--- src/rtl/mux_n_pipe_reg_if.sv ---
// Bus bundle for mux_n_pipe_reg: select inputs, pipeline controls and registered results.
// SEL_W is derived from NUM_IN so that the select width always matches the input count.
interface mux_n_pipe_reg_if #(
    parameter int WIDTH  = 32,
    parameter int NUM_IN = 4
);
    localparam int SEL_W = $clog2(NUM_IN);

    logic [NUM_IN*WIDTH-1:0] data_in;
    logic [SEL_W-1:0]        sel;
    logic                    in_valid;
    logic                    stall;
    logic                    flush;
    logic [WIDTH-1:0]        data_comb;
    logic [WIDTH-1:0]        data_out;
    logic                    out_valid;
    logic                    sel_err;
    logic [7:0]              err_cnt;

    modport master (
        output data_in, sel, in_valid, stall, flush,
        input  data_comb, data_out, out_valid, sel_err, err_cnt
    );

    modport slave (
        input  data_in, sel, in_valid, stall, flush,
        output data_comb, data_out, out_valid, sel_err, err_cnt
    );
endinterface

--- src/rtl/mux_n_pipe_reg.sv ---
// N:1 select with a stall/flush-aware pipeline register for the MIPS32 pipeline boundaries.
// Optional MUX_SEL_ERR_CNT_EN builds a saturating counter of out-of-range selects.
module mux_n_pipe_reg #(
    parameter int WIDTH  = 32,
    parameter int NUM_IN = 4
) (
    input logic              clk,
    input logic              reset,
    mux_n_pipe_reg_if.slave  bus
);
    localparam int SEL_W = $clog2(NUM_IN);

    logic [WIDTH-1:0] sel_data;
    logic             in_range;
    logic             load;
    logic [WIDTH-1:0] data_q;
    logic             valid_q;
    logic             err_q;

    // Explicit compare per input keeps out-of-range selects at zero instead of X.
    always_comb begin
        sel_data = '0;
        for (int unsigned i = 0; i < NUM_IN; i++) begin
            if (bus.sel == SEL_W'(i)) begin
                sel_data = bus.data_in[i*WIDTH +: WIDTH];
            end
        end
    end

    // One extra bit so NUM_IN is representable; folds to constant true for power-of-two NUM_IN.
    assign in_range = ({1'b0, bus.sel} < (SEL_W+1)'(NUM_IN));
    assign load     = !bus.flush && !bus.stall;

    always_ff @(posedge clk) begin
        if (reset) begin
            data_q  <= '0;
            valid_q <= 1'b0;
            err_q   <= 1'b0;
        end else if (bus.flush) begin
            data_q  <= '0;
            valid_q <= 1'b0;
            err_q   <= 1'b0;
        end else if (!bus.stall) begin
            if (bus.in_valid) begin
                data_q  <= sel_data;
                valid_q <= 1'b1;
                err_q   <= !in_range;
            end else begin
                valid_q <= 1'b0;
                err_q   <= 1'b0;
            end
        end
    end

`ifdef MUX_SEL_ERR_CNT_EN
    logic [7:0] err_cnt_q;

    always_ff @(posedge clk) begin
        if (reset) begin
            err_cnt_q <= '0;
        end else if (load && bus.in_valid && !in_range && err_cnt_q != '1) begin
            err_cnt_q <= err_cnt_q + 8'd1;
        end
    end

    assign bus.err_cnt = err_cnt_q;
`else
    assign bus.err_cnt = '0;
`endif

    assign bus.data_comb = sel_data;
    assign bus.data_out  = data_q;
    assign bus.out_valid = valid_q;
    assign bus.sel_err   = err_q;
endmodule

--- src/flat_wrapper.sv ---
// flat-port wrapper written by rule: the top's interface ports become plain ports
module mux_n_pipe_reg_flat 
#(
    parameter int WIDTH  = 32,
    parameter int NUM_IN = 4
)
  (clk, reset, bus_data_in, bus_sel, bus_in_valid, bus_stall, bus_flush, bus_data_comb, bus_data_out, bus_out_valid, bus_sel_err, bus_err_cnt);
  mux_n_pipe_reg_if #(.WIDTH(WIDTH), .NUM_IN(NUM_IN)) bus_i ();
  input logic clk;
  input logic reset;
  input wire logic [$bits(bus_i.data_in)-1:0] bus_data_in;
  input wire logic [$bits(bus_i.sel)-1:0] bus_sel;
  input wire logic [$bits(bus_i.in_valid)-1:0] bus_in_valid;
  input wire logic [$bits(bus_i.stall)-1:0] bus_stall;
  input wire logic [$bits(bus_i.flush)-1:0] bus_flush;
  output wire logic [$bits(bus_i.data_comb)-1:0] bus_data_comb;
  output wire logic [$bits(bus_i.data_out)-1:0] bus_data_out;
  output wire logic [$bits(bus_i.out_valid)-1:0] bus_out_valid;
  output wire logic [$bits(bus_i.sel_err)-1:0] bus_sel_err;
  output wire logic [$bits(bus_i.err_cnt)-1:0] bus_err_cnt;
  assign bus_i.data_in = bus_data_in;
  assign bus_i.sel = bus_sel;
  assign bus_i.in_valid = bus_in_valid;
  assign bus_i.stall = bus_stall;
  assign bus_i.flush = bus_flush;
  assign bus_data_comb = bus_i.data_comb;
  assign bus_data_out = bus_i.data_out;
  assign bus_out_valid = bus_i.out_valid;
  assign bus_sel_err = bus_i.sel_err;
  assign bus_err_cnt = bus_i.err_cnt;
  mux_n_pipe_reg #(.WIDTH(WIDTH), .NUM_IN(NUM_IN)) u_core (.clk(clk), .reset(reset), .bus(bus_i));
endmodule
--- config.mk ---
export PLATFORM = sky130hd
export DESIGN_NAME = mux_n_pipe_reg_flat
export DESIGN_NICKNAME = d
export VERILOG_FILES = /design/src/rtl/mux_n_pipe_reg_if.sv /design/src/rtl/mux_n_pipe_reg.sv /design/src/flat_wrapper.sv
export SDC_FILE = /design/constraint.sdc
export NUM_CORES = 1
export LEC_CHECK = 0
export ABC_AREA = 1
export CAP_MARGIN = 20
export CORE_UTILIZATION = 29
export DETAILED_ROUTE_END_ITERATION = 10
export PLACE_DENSITY = 0.79
export SKIP_LAST_GASP = 1
export SYNTH_ARGS = -nofsm -noshare
export SYNTH_HDL_FRONTEND = slang
export SYNTH_SLANG_ARGS = --single-unit
--- constraint.sdc ---
create_clock -name clk -period 1 [get_ports clk]
set_clock_uncertainty 0.15 [all_clocks]
set_input_delay 0.1 -clock clk [delete_from_list [all_inputs] [get_ports clk]]
set_output_delay 0.1 -clock clk [all_outputs]
set_load 0.02 [all_outputs]
Yosys cells after proc, flatten, opt, wreduce, memory -nomap -nowiden. Index checks and enable logic that the tools add are counted.

Output and inout bits: 74. Register bits after elaboration: 33. Input port bits: 135. Word-level logic and storage cells: 14.

Bitwise logic cells: 1. Equal/unequal tests: 3. Multiplexer cells: 5. Reductions and logical operators: 3.

Operators by type and width (number): two-way mux 32 bit (4); equality test 2 bit (second input constant) (2); equality test 2 x 1 -> 1 bit (second input constant) (1); zero test 2 bit (1); AND reduction 2 bit (1); OR reduction 2 bit (1); two-way mux 1 bit (1); inverter 1 bit (1).

Logic depth before layout (Yosys ltp). Gate-level depths: netlist (run 1).

Depth after elaboration: 5. Gate-level depth with buffers: 7. Gate-level depth less buffers: 5.

Least setup slack after synthesis (run 1). OpenSTA, ideal clock, no wires.

Kind: input to output. From: input bus_sel[0]. To: output bus_data_comb[10]. Cell stages on the path: 6. Data arrival time: 0.822 ns. Required time: 0.750 ns. Path slack: -0.072 ns. Path buffers: 2. Path through: buf_6 nand2_2 clkbuf_2 or2_1 nand2_2 inv_1.

Word-level cells in the longest chain between the ends: 5. Elaborated cells on any way between the ends: 8. Classes of those cells: 3 x eq/ne; 4 x mux; 1 x reduce/logical.

Ends and longest elaborated chain: start: declaration (line flat_wrapper.sv:12) `input wire logic [$bits(bus_i.sel)-1:0] bus_sel;`; zero test 2 bit (line mux_n_pipe_reg.sv:24) `if (bus.sel == SEL_W'(i)) begin`; two-way mux 32 bit (3 in a row) (line mux_n_pipe_reg.sv:24); two-way mux 32 bit (*) (line mux_n_pipe_reg.sv:24); end: declaration (line flat_wrapper.sv:16) `output wire logic [$bits(bus_i.data_comb)-1:0] bus_data_comb;`.

Every way passes the cells marked *; elsewhere a longest branch is shown, timed or not.

Final worst setup path (run 1).
From: input bus_sel[1]. To: output bus_data_comb[17].

Same word-level chain as after synthesis.

==> flow_metrics.env, run 1 <==
export IMPL_critPathArrivalTime_ns=0.96
export IMPL_critical_path_required_ns=0.75
export IMPL_drt_total_wl_um=11900
export IMPL_final_setup_worst_slack_ns=-0.214
export IMPL_clock_sinks=33
export IMPL_synth_edf_count=0
export IMPL_hold_viol=0
export IMPL_setup_viol=59
export IMPL_placed_cell_area_mm2=0.00474
export IMPL_status="finished, violations left"
export IMPL_antenna_found_initial=0
export IMPL_async_reset_ff_share_pct=0
export IMPL_stdcell_count=744
export IMPL_start_util_pct=30.6
export IMPL_cts_max_level=2
export IMPL_fin_crit_ns=1.21
export IMPL_cts_path_max_buffers=2
export IMPL_drcViolationCount=0
export IMPL_drt_iter0_drc=107
export IMPL_yosysUniqueCellTypes=22
export IMPL_clock_latency_ns=0.28
export IMPL_fin_crit_sh_pct=121
export IMPL_grt_pass1_wl_um=17200
export IMPL_core_area_mm2=0.00789
export IMPL_rows=32
export IMPL_firstDrtPassIters=4
export IMPL_antenna_left=0
export IMPL_cts_hold_buf=0
export IMPL_gp_congestion=0.804
export IMPL_cts_root_buf="clkbuf_8"
export IMPL_vias=3676
export IMPL_p_leak_nw=2.76
export IMPL_placedCellCount=682
export IMPL_synth_cells=370
export IMPL_fin_util_pct=72.0
export IMPL_max_freq_ghz=0.823
export IMPL_final_layout_size_suffix_gt1_share_pct=48.6
export IMPL_post_place_ws_ns=-0.895
export IMPL_holdCritPathClass="in -> reg"
export IMPL_syn2layout_area_growth_pct=135
export IMPL_cts_tree="built"
export IMPL_maxCapViolations=0
export IMPL_syn_area_mm2=0.00242
export IMPL_final_area_mm2=0.00568
export IMPL_power_mw=4.85
export IMPL_cts_buffers=5
export IMPL_hpwlAfterDp_um=7430
export IMPL_die_w_um=93.3
export IMPL_clk_pin_slew_ns=0.07
export IMPL_die_h_um=93.3
export IMPL_yosysWarnings=0
export IMPL_place_port_buffers=199
export IMPL_antenna_cells=0
export IMPL_wl_per_cell_um=16.0
export IMPL_ir_drop_uv=462
export IMPL_grt_max_degree=28
export IMPL_grt_pass1_vias=3546
export IMPL_violations="setup timing"
export IMPL_power_density_mw_per_mm2=855
export IMPL_r2r_cells=3
export IMPL_die_area_mm2=0.00870
export IMPL_grt_overflow=0
export IMPL_maxSlewViolCount=0
export IMPL_ys_seq_area_share_pct=27.3
export IMPL_cp_max_fo=15
export IMPL_cp_start_kind="primary input"
export IMPL_end_kind="output port"
export IMPL_vias_per_cell=4.94
export IMPL_grt_setup_unrepaired="yes"
export IMPL_synth_seq_cells=33
export IMPL_nets=776
export IMPL_whs_path_depth=2
export IMPL_crit_type="in -> out"
export IMPL_avgSynthCellArea_um2=6.53
export IMPL_gr_usage_all_layers_pct=25.7
export IMPL_synth_ff_type="dfxtp_1"
export IMPL_pin_count=209
[logic make-up after synthesis]
logic type | synth area share (%)
AND/OR/NAND/NOR | 33.2
AO/OA/AOI/OAI | 22.7
buffers and inverters | 16.6
flip-flops | 27.3
other | 0.155
[what timing repair did]
action | in CTS | in global routing
endpoints found under the setup margin | 98 | 91
hold endpoints to repair | 0 | 0
pin swaps | 171 | 10
setup buffers | 42 | 4
gates cloned | 7 | 2
resized for setup | 608 | 32
[placed cells by master, fill, tap and decap left out, types with 24 or more instances in the layout]
cell type / synthesis / routed
dlygate4sd2_1: 0 / 115
nand3_1: 64 / 46
o21ai_0: 60 / 30
o21ai_1: 4 / 25
nand2_1: 63 / 41
or2_0: 26 / 24
buf_6: 6 / 71
buf_4: 16 / 70
inv_2: 1 / 34
dfxtp_2: 0 / 33
[sequential cells by signal, summed over array words and instances, names as in the netlist]
name and count:
u_core.bus.out_valid 1, u_core.bus.data_out 32
[where the power goes]
| group | switching, mW | leakage [nW] | internal (mW) |
|---|---|---|---|
| sequential | 0.0309 | 0.284 | 1.37 |
| combinational | 1.12 | 2.44 | 1.37 |
| clock | 0.469 | 0.0395 | 0.495 |
[worst max-delay path: stages]
cell	delay (ns)
buf_12	0.14
nor2_8	0.14
buf_12	0.15
nand2_1	0.08
nand3_1	0.09
nand2_1	0.09
inv_2	0.06
buf_6	0.10
[final timing paths]
path	start	to	slack (ns)
worst min register to register	u_core.bus.data_out[0]	u_core.bus.data_out[0]	0.38
worst min-delay path	reset	u_core.bus.out_valid	0.04
worst max register to register	u_core.bus.data_out[27]	u_core.bus.data_out[27]	0.04
worst max-delay path	bus_sel[1]	bus_data_comb[17]	-0.21
[Yosys cell counts (4+ instances only)]
cell type,n,area share [%]
a21oi_1,16,3.3
buf_4,16,5.0
o21ai_1,4,0.83
nand2_1,63,9.8
inv_1,34,5.3
nand3_1,64,13
o21ai_0,60,12
buf_6,6,2.8
or2_1,4,1.0
buf_2,11,2.3
a21oi_2,17,6.2
dfxtp_1,33,27
or2_0,26,6.7
[metrics by stage]
stage	hold WS [ns]	setup TNS [ns]
after floorplan	0.0268	-0.534
after global placement	0.352	-44.13
after detailed placement	0.381	-46.96
after CTS	0.0416	-6.65
after global routing	0.0577	-10.49
final	0.0422	-7.88
[layer usage]
| metal | part of all wire (%) | global-route usage, % | routed length, µm |
|---|---|---|---|
| met4 | 2.2 | 7.56 | 266 |
| met2 | 53 | 51.2 | 6370 |
| met1 | 36 | 25.7 | 4280 |
| met5 | 0 | 0 | 0 |
| met3 | 8.5 | 6.83 | 1020 |
[final cells by class]
class | instances | area, µm²
sequential | 33 | 702
timing repair buffer | 294 | 2990
clock buffer | 8 | 80.1
inverter | 35 | 134
tap | 102 | 128
fill | 630 | 2210
multi-input combinational | 272 | 1640
Note: power is estimated with default switching activity, not from simulation.
==> inputs of run 2 (changes only) <==
Settings changed: ABC_AREA 1 to unset, CORE_MARGIN set to 1, CORE_UTILIZATION 29 to 26, PLACE_DENSITY 0.79 to 0.78, SKIP_CTS_REPAIR_TIMING set to 1.
==> flow_metrics.env, run 2 <==
export IMPL_drcViolationCount=0
export IMPL_synth_area_leader_cell="mux4_2"
export IMPL_cp_start_kind="primary input"
export IMPL_die_w_um=90.2
export IMPL_violations="setup timing"
export IMPL_post_place_ws_ns=-1.05
export IMPL_synth_top_cell_area_share_pct=33.4
export IMPL_layout_commonest_cell="dlymetal6s2s_1"
export IMPL_rrSetupSlack_ns=0.12
export IMPL_ys_seq_area_share_pct=32.6
export IMPL_hpwlAfterDp_um=6250
export IMPL_cts_tree="built"
export IMPL_cts_path_max_buffers=2
export IMPL_rr_startpoint="u_core.bus.data_out[24]"
export IMPL_power_mw=4.31
export IMPL_cp_slowest_cell="mux4_2"
export IMPL_synth_cells=195
export IMPL_cts_buffers=5
export IMPL_maxSlewViolCount=0
export IMPL_cp_cell_sequence="buf_12, clkbuf_16, mux4_2, buf_6"
export IMPL_rows=31
export IMPL_ir_drop_uv=501
export IMPL_swShare_pct=29.8
export IMPL_gp_congestion=0.730
export IMPL_fin_crit_sh_pct=134
export IMPL_final_cell_mix="dlymetal6s2s_1, buf_6, nand2_1"
export IMPL_synth_ff_type="dfxtp_1"
export IMPL_critPathArrivalTime_ns=1.09
export IMPL_grt_pass1_wl_um=12200
export IMPL_synth_seq_cells=33
export IMPL_vias=2537
export IMPL_avgSynthCellArea_um2=10.4
export IMPL_yosysWarnings=0
export IMPL_setup_viol=62
export IMPL_hp_start="bus_stall"
export IMPL_syn2layout_area_growth_pct=158
export IMPL_maxCapViolations=0
export IMPL_antenna_left=0
export IMPL_final_layout_size_suffix_gt1_share_pct=50.8
export IMPL_regArea_um2=702
export IMPL_multi_input_area_mm2=0.00134
export IMPL_drt_total_wl_um=10000
export IMPL_place_port_buffers=199
export IMPL_firstDrtPassIters=4
export IMPL_yosysUniqueCellTypes=14
export IMPL_internal_power_mw=3.02
export IMPL_syn_area_mm2=0.00202
export IMPL_final_setup_worst_slack_ns=-0.339
export IMPL_die_h_um=90.2
export IMPL_combPwrFrac_pct=45.9
export IMPL_drt_iter0_drc=71
export IMPL_p_seq_share_pct=32.0
export IMPL_holdCritPathClass="in -> reg"
export IMPL_netSwitchingPower_mw=1.29
export IMPL_stdcell_count=523
export IMPL_synth_commonest_cells="nand2_1, a21oi_1, dfxtp_1"
export IMPL_cts_max_level=2
export IMPL_cp_max_fo=7
export IMPL_grt_max_degree=34
export IMPL_wl_per_cell_um=19.2
export IMPL_end_kind="output port"
export IMPL_core_area_mm2=0.00741
export IMPL_whs_path_depth=3
export IMPL_yosysMostFrequentCell="nand2_1"
export IMPL_clk_pin_slew_ns=0.07
export IMPL_placed_cell_area_mm2=0.00418
export IMPL_synth_edf_count=0
export IMPL_async_reset_ff_share_pct=0
export IMPL_pin_count=209
export IMPL_grt_setup_unrepaired="yes"
export IMPL_fin_crit_ns=1.34
export IMPL_status="finished, violations left"
export IMPL_grt_pass1_vias=2492
export IMPL_critical_path_required_ns=0.75
export IMPL_placedCellCount=490
export IMPL_r2r_cells=3
export IMPL_cp_slowest_stage_delay_ns=0.54
export IMPL_clock_sinks=33
export IMPL_power_density_mw_per_mm2=823
export IMPL_nets=557
export IMPL_clockPowerShare_pct=22.0
export IMPL_start_util_pct=27.3
export IMPL_clock_latency_ns=0.27
export IMPL_vias_per_cell=4.85
export IMPL_hold_viol=0
export IMPL_largest_reg_flops=32
export IMPL_timing_rr_end="u_core.bus.data_out[24]"
export IMPL_final_area_mm2=0.00523
export IMPL_yosys_top_cells_area="mux4_2, dfxtp_1, nand2_1, a21oi_1, buf_4"
export IMPL_cts_root_buf="clkbuf_8"
export IMPL_grt_overflow=0
export IMPL_crit_type="in -> out"
export IMPL_max_freq_ghz=0.747
export IMPL_p_leak_nw=3.16
export IMPL_die_area_mm2=0.00814
export IMPL_gr_usage_all_layers_pct=19.1
export IMPL_min_to="u_core.bus.out_valid"
export IMPL_fill_cells=510
export IMPL_antenna_found_initial=1
-- run 2: worst max path at each step --
stage                        endpoint        from  slack, ns
4_1_cts              bus_data_comb[0]  bus_sel[1]      -1.05
3_5_place_dp         bus_data_comb[0]  bus_sel[1]      -1.05
5_1_grt             bus_data_comb[11]  bus_sel[0]      -0.36
2_1_floorplan  u_core.bus.data_out[0]  bus_sel[0]      -0.34
6_report            bus_data_comb[11]  bus_sel[0]      -0.34
3_3_place_gp         bus_data_comb[0]  bus_sel[1]      -1.01
-- run 2: metal layers --
metal  vias up  wire length, µm  part of all wire, %  global-route usage (%)
met2       148             5610                   56                    37.5
met1      1234             3510                   35                    18.5
met5         -                0                    0                       0
li1       1138                -                    -                       -
met4         0              180                  1.8                    6.05
met3        17              741                  7.4                    6.51
-- run 2: worst max-delay path: cells and delay by family --
kind | cells | cell delay, ns
mux | 1 | 0.54
buf+inv | 3 | 0.44
-- run 2: final cells by class --
type                    instances  share of cell area [%]
diodes                          1                  0.0478
multi-input cells             142                    25.6
flip-flops and latches         33                    13.4
repair buffers                240                    57.1
clock buffers                   8                    1.53
well taps                      99                    2.37
-- run 2: power by group through the flow --
stage,clock network [mW],registers (mW),logic (mW)
final,0.949,1.38,1.98
after global routing,1.08,1.38,2.07
after CTS,0.972,1.37,1.71
after detailed placement,0,1.40,1.70
after global placement,0,1.39,1.67
after floorplan,0,1.44,0.694
-- run 2: per-stage QoR --
stage	hold WS [ns]	utilization, %	TNS [ns]
after floorplan	0.0990	-	-15.48
after global placement	0.290	56.4	-56.94
after detailed placement	0.295	56.4	-58.76
after CTS	0.300	57.5	-59.17
after global routing	0.0387	70.6	-13.49
final	0.0371	70.6	-12.01
-- run 2: logic make-up after synthesis --
group                  after synthesis  share of synthesized area [%]
and+or+nand+nor                     68                           13.0
buffers and inverters               28                           10.1
DFF                                 33                           32.6
muxes                               32                           36.0
other                                1                          0.185
AOI/OAI and AO/OA                   33                           8.16
==> inputs of run 3 (changes only) <==
Settings changed: ABC_CLOCK_PERIOD_IN_PS set to 1000, CORE_MARGIN 1 to 2.
==> flow_metrics.env, run 3 (synthesis results as in run 2) <==
export IMPL_status="finished, violations left"
export IMPL_violations="hold timing, setup timing"
export IMPL_gp_congestion=0.736
export IMPL_hpwlAfterDp_um=6520
export IMPL_largest_reg_flops=32
export IMPL_placed_cell_area_mm2=0.00420
export IMPL_internal_power_mw=3.05
export IMPL_syn2layout_area_growth_pct=155
export IMPL_fin_tns_setup_ns=-12.04
export IMPL_pin_count=209
export IMPL_grt_overflow=0
export IMPL_cp_max_fo=7
export IMPL_clock_sinks=33
export IMPL_antenna_cells=0
export IMPL_critical_path_required_ns=0.75
export IMPL_power_density_mw_per_mm2=843
export IMPL_final_area_mm2=0.00516
export IMPL_start_util_pct=26.5
export IMPL_cp_slowest_stage_delay_ns=0.55
export IMPL_cts_root_buf="clkbuf_8"
export IMPL_antenna_found_initial=0
export IMPL_rows=32
export IMPL_maxCapViolations=0
export IMPL_whs_path_depth=3
export IMPL_gr_usage_all_layers_pct=18.9
export IMPL_crit_type="in -> out"
export IMPL_cp_slowest_cell="mux4_2"
export IMPL_core_area_mm2=0.00765
export IMPL_worstSetupPathDepth=4
export IMPL_post_place_ws_ns=-1.03
export IMPL_combPwrFrac_pct=44.7
export IMPL_firstDrtPassIters=4
export IMPL_cp_top_family="multiplexers"
export IMPL_final_setup_worst_slack_ns=-0.350
export IMPL_die_h_um=92.2
export IMPL_clock_latency_ns=0.28
export IMPL_hold_viol=1
export IMPL_cts_tree="built"
export IMPL_antenna_left=0
export IMPL_max_freq_ghz=0.740
export IMPL_drt_total_wl_um=10400
export IMPL_cts_buffers=5
export IMPL_end_kind="output port"
export IMPL_vias_per_cell=4.80
export IMPL_holdCritPathClass="in -> reg"
export IMPL_grt_pass1_vias=2575
export IMPL_critPathArrivalTime_ns=1.10
export IMPL_fin_crit_sh_pct=135
export IMPL_fin_crit_ns=1.35
export IMPL_p_leak_nw=3.12
export IMPL_die_w_um=92.2
export IMPL_r2r_cells=3
export IMPL_drt_iter0_drc=36
export IMPL_die_area_mm2=0.00851
export IMPL_power_mw=4.35
export IMPL_layout_commonest_cell="dlymetal6s2s_1"
export IMPL_grt_setup_unrepaired="yes"
export IMPL_placedCellCount=498
export IMPL_cts_max_level=2
export IMPL_setup_viol=60
export IMPL_vias=2532
export IMPL_nets=560
export IMPL_clockPowerShare_pct=23.6
export IMPL_maxSlewViolCount=0
export IMPL_ir_drop_uv=493
export IMPL_timing_hold_ws_ns=-0.000922
export IMPL_critPathBufInv=3
export IMPL_cts_path_max_buffers=2
export IMPL_final_cell_mix="dlymetal6s2s_1, buf_6, nand2_1"
export IMPL_swShare_pct=29.9
export IMPL_grt_max_degree=34
export IMPL_stdcell_count=527
export IMPL_p_seq_share_pct=31.7
export IMPL_fin_util_pct=67.5
export IMPL_place_port_buffers=199
export IMPL_netSwitchingPower_mw=1.30
export IMPL_clk_pin_slew_ns=0.07
export IMPL_cp_cell_sequence="buf_12, clkbuf_16, mux4_2, buf_6"
export IMPL_wl_per_cell_um=19.8
export IMPL_cp_start_kind="primary input"
export IMPL_grt_pass1_wl_um=12400
export IMPL_drcViolationCount=0
export IMPL_final_layout_size_suffix_gt1_share_pct=49.6
-- run 3: cell types whose count changed in the layout (fill, tap and decap cells not counted), moves of 2 or more --
cell,delta
buf_6,+2
nand2_1,+6
nand2_4,-5
buf_4,+4
clkbuf_1,-2
buf_12,-2
-- run 3: power by group through the flow --
stage          logic (mW)  registers (mW)  clock network (mW)
2_1_floorplan       0.694            1.44                   0
4_1_cts              1.74            1.37                1.05
6_report             1.95            1.38                1.03
3_3_place_gp         1.69            1.39                   0
3_5_place_dp         1.73            1.39                   0
5_1_grt              2.04            1.38                1.12
-- run 3: worst register-to-register path: stages, from the launching register on --
cell	delay, ns
dfxtp_2	0.34
buf_4	0.10
nand2_1	0.04
a21oi_1	0.16
-- run 3: final cells by class --
cell class	instances	area [µm²]
clock buffer	7	86.3
tap	102	128
timing repair buffer	243	2960
fill	565	2480
sequential	33	702
multi-input combinational	142	1290
-- run 3: worst paths after layout --
check / start / to / slack [ns]
setup / recovery: bus_sel[0] / bus_data_comb[31] / -0.35
hold reg to reg: u_core.bus.out_valid / u_core.bus.out_valid / 0.31
hold / removal: bus_stall / u_core.bus.out_valid / -0.0009
setup reg to reg: u_core.bus.data_out[7] / u_core.bus.data_out[7] / 0.13
-- run 3: metal layers --
| metal | wire length [µm] | global-route usage, % | vias to the layer above |
|---|---|---|---|
| li1 | - | - | 1142 |
| met1 | 3690 | 18.2 | 1236 |
| met2 | 5770 | 36.8 | 136 |
| met3 | 740 | 6.41 | 18 |
| met4 | 223 | 6.72 | 0 |
| met5 | 0 | 0 | - |
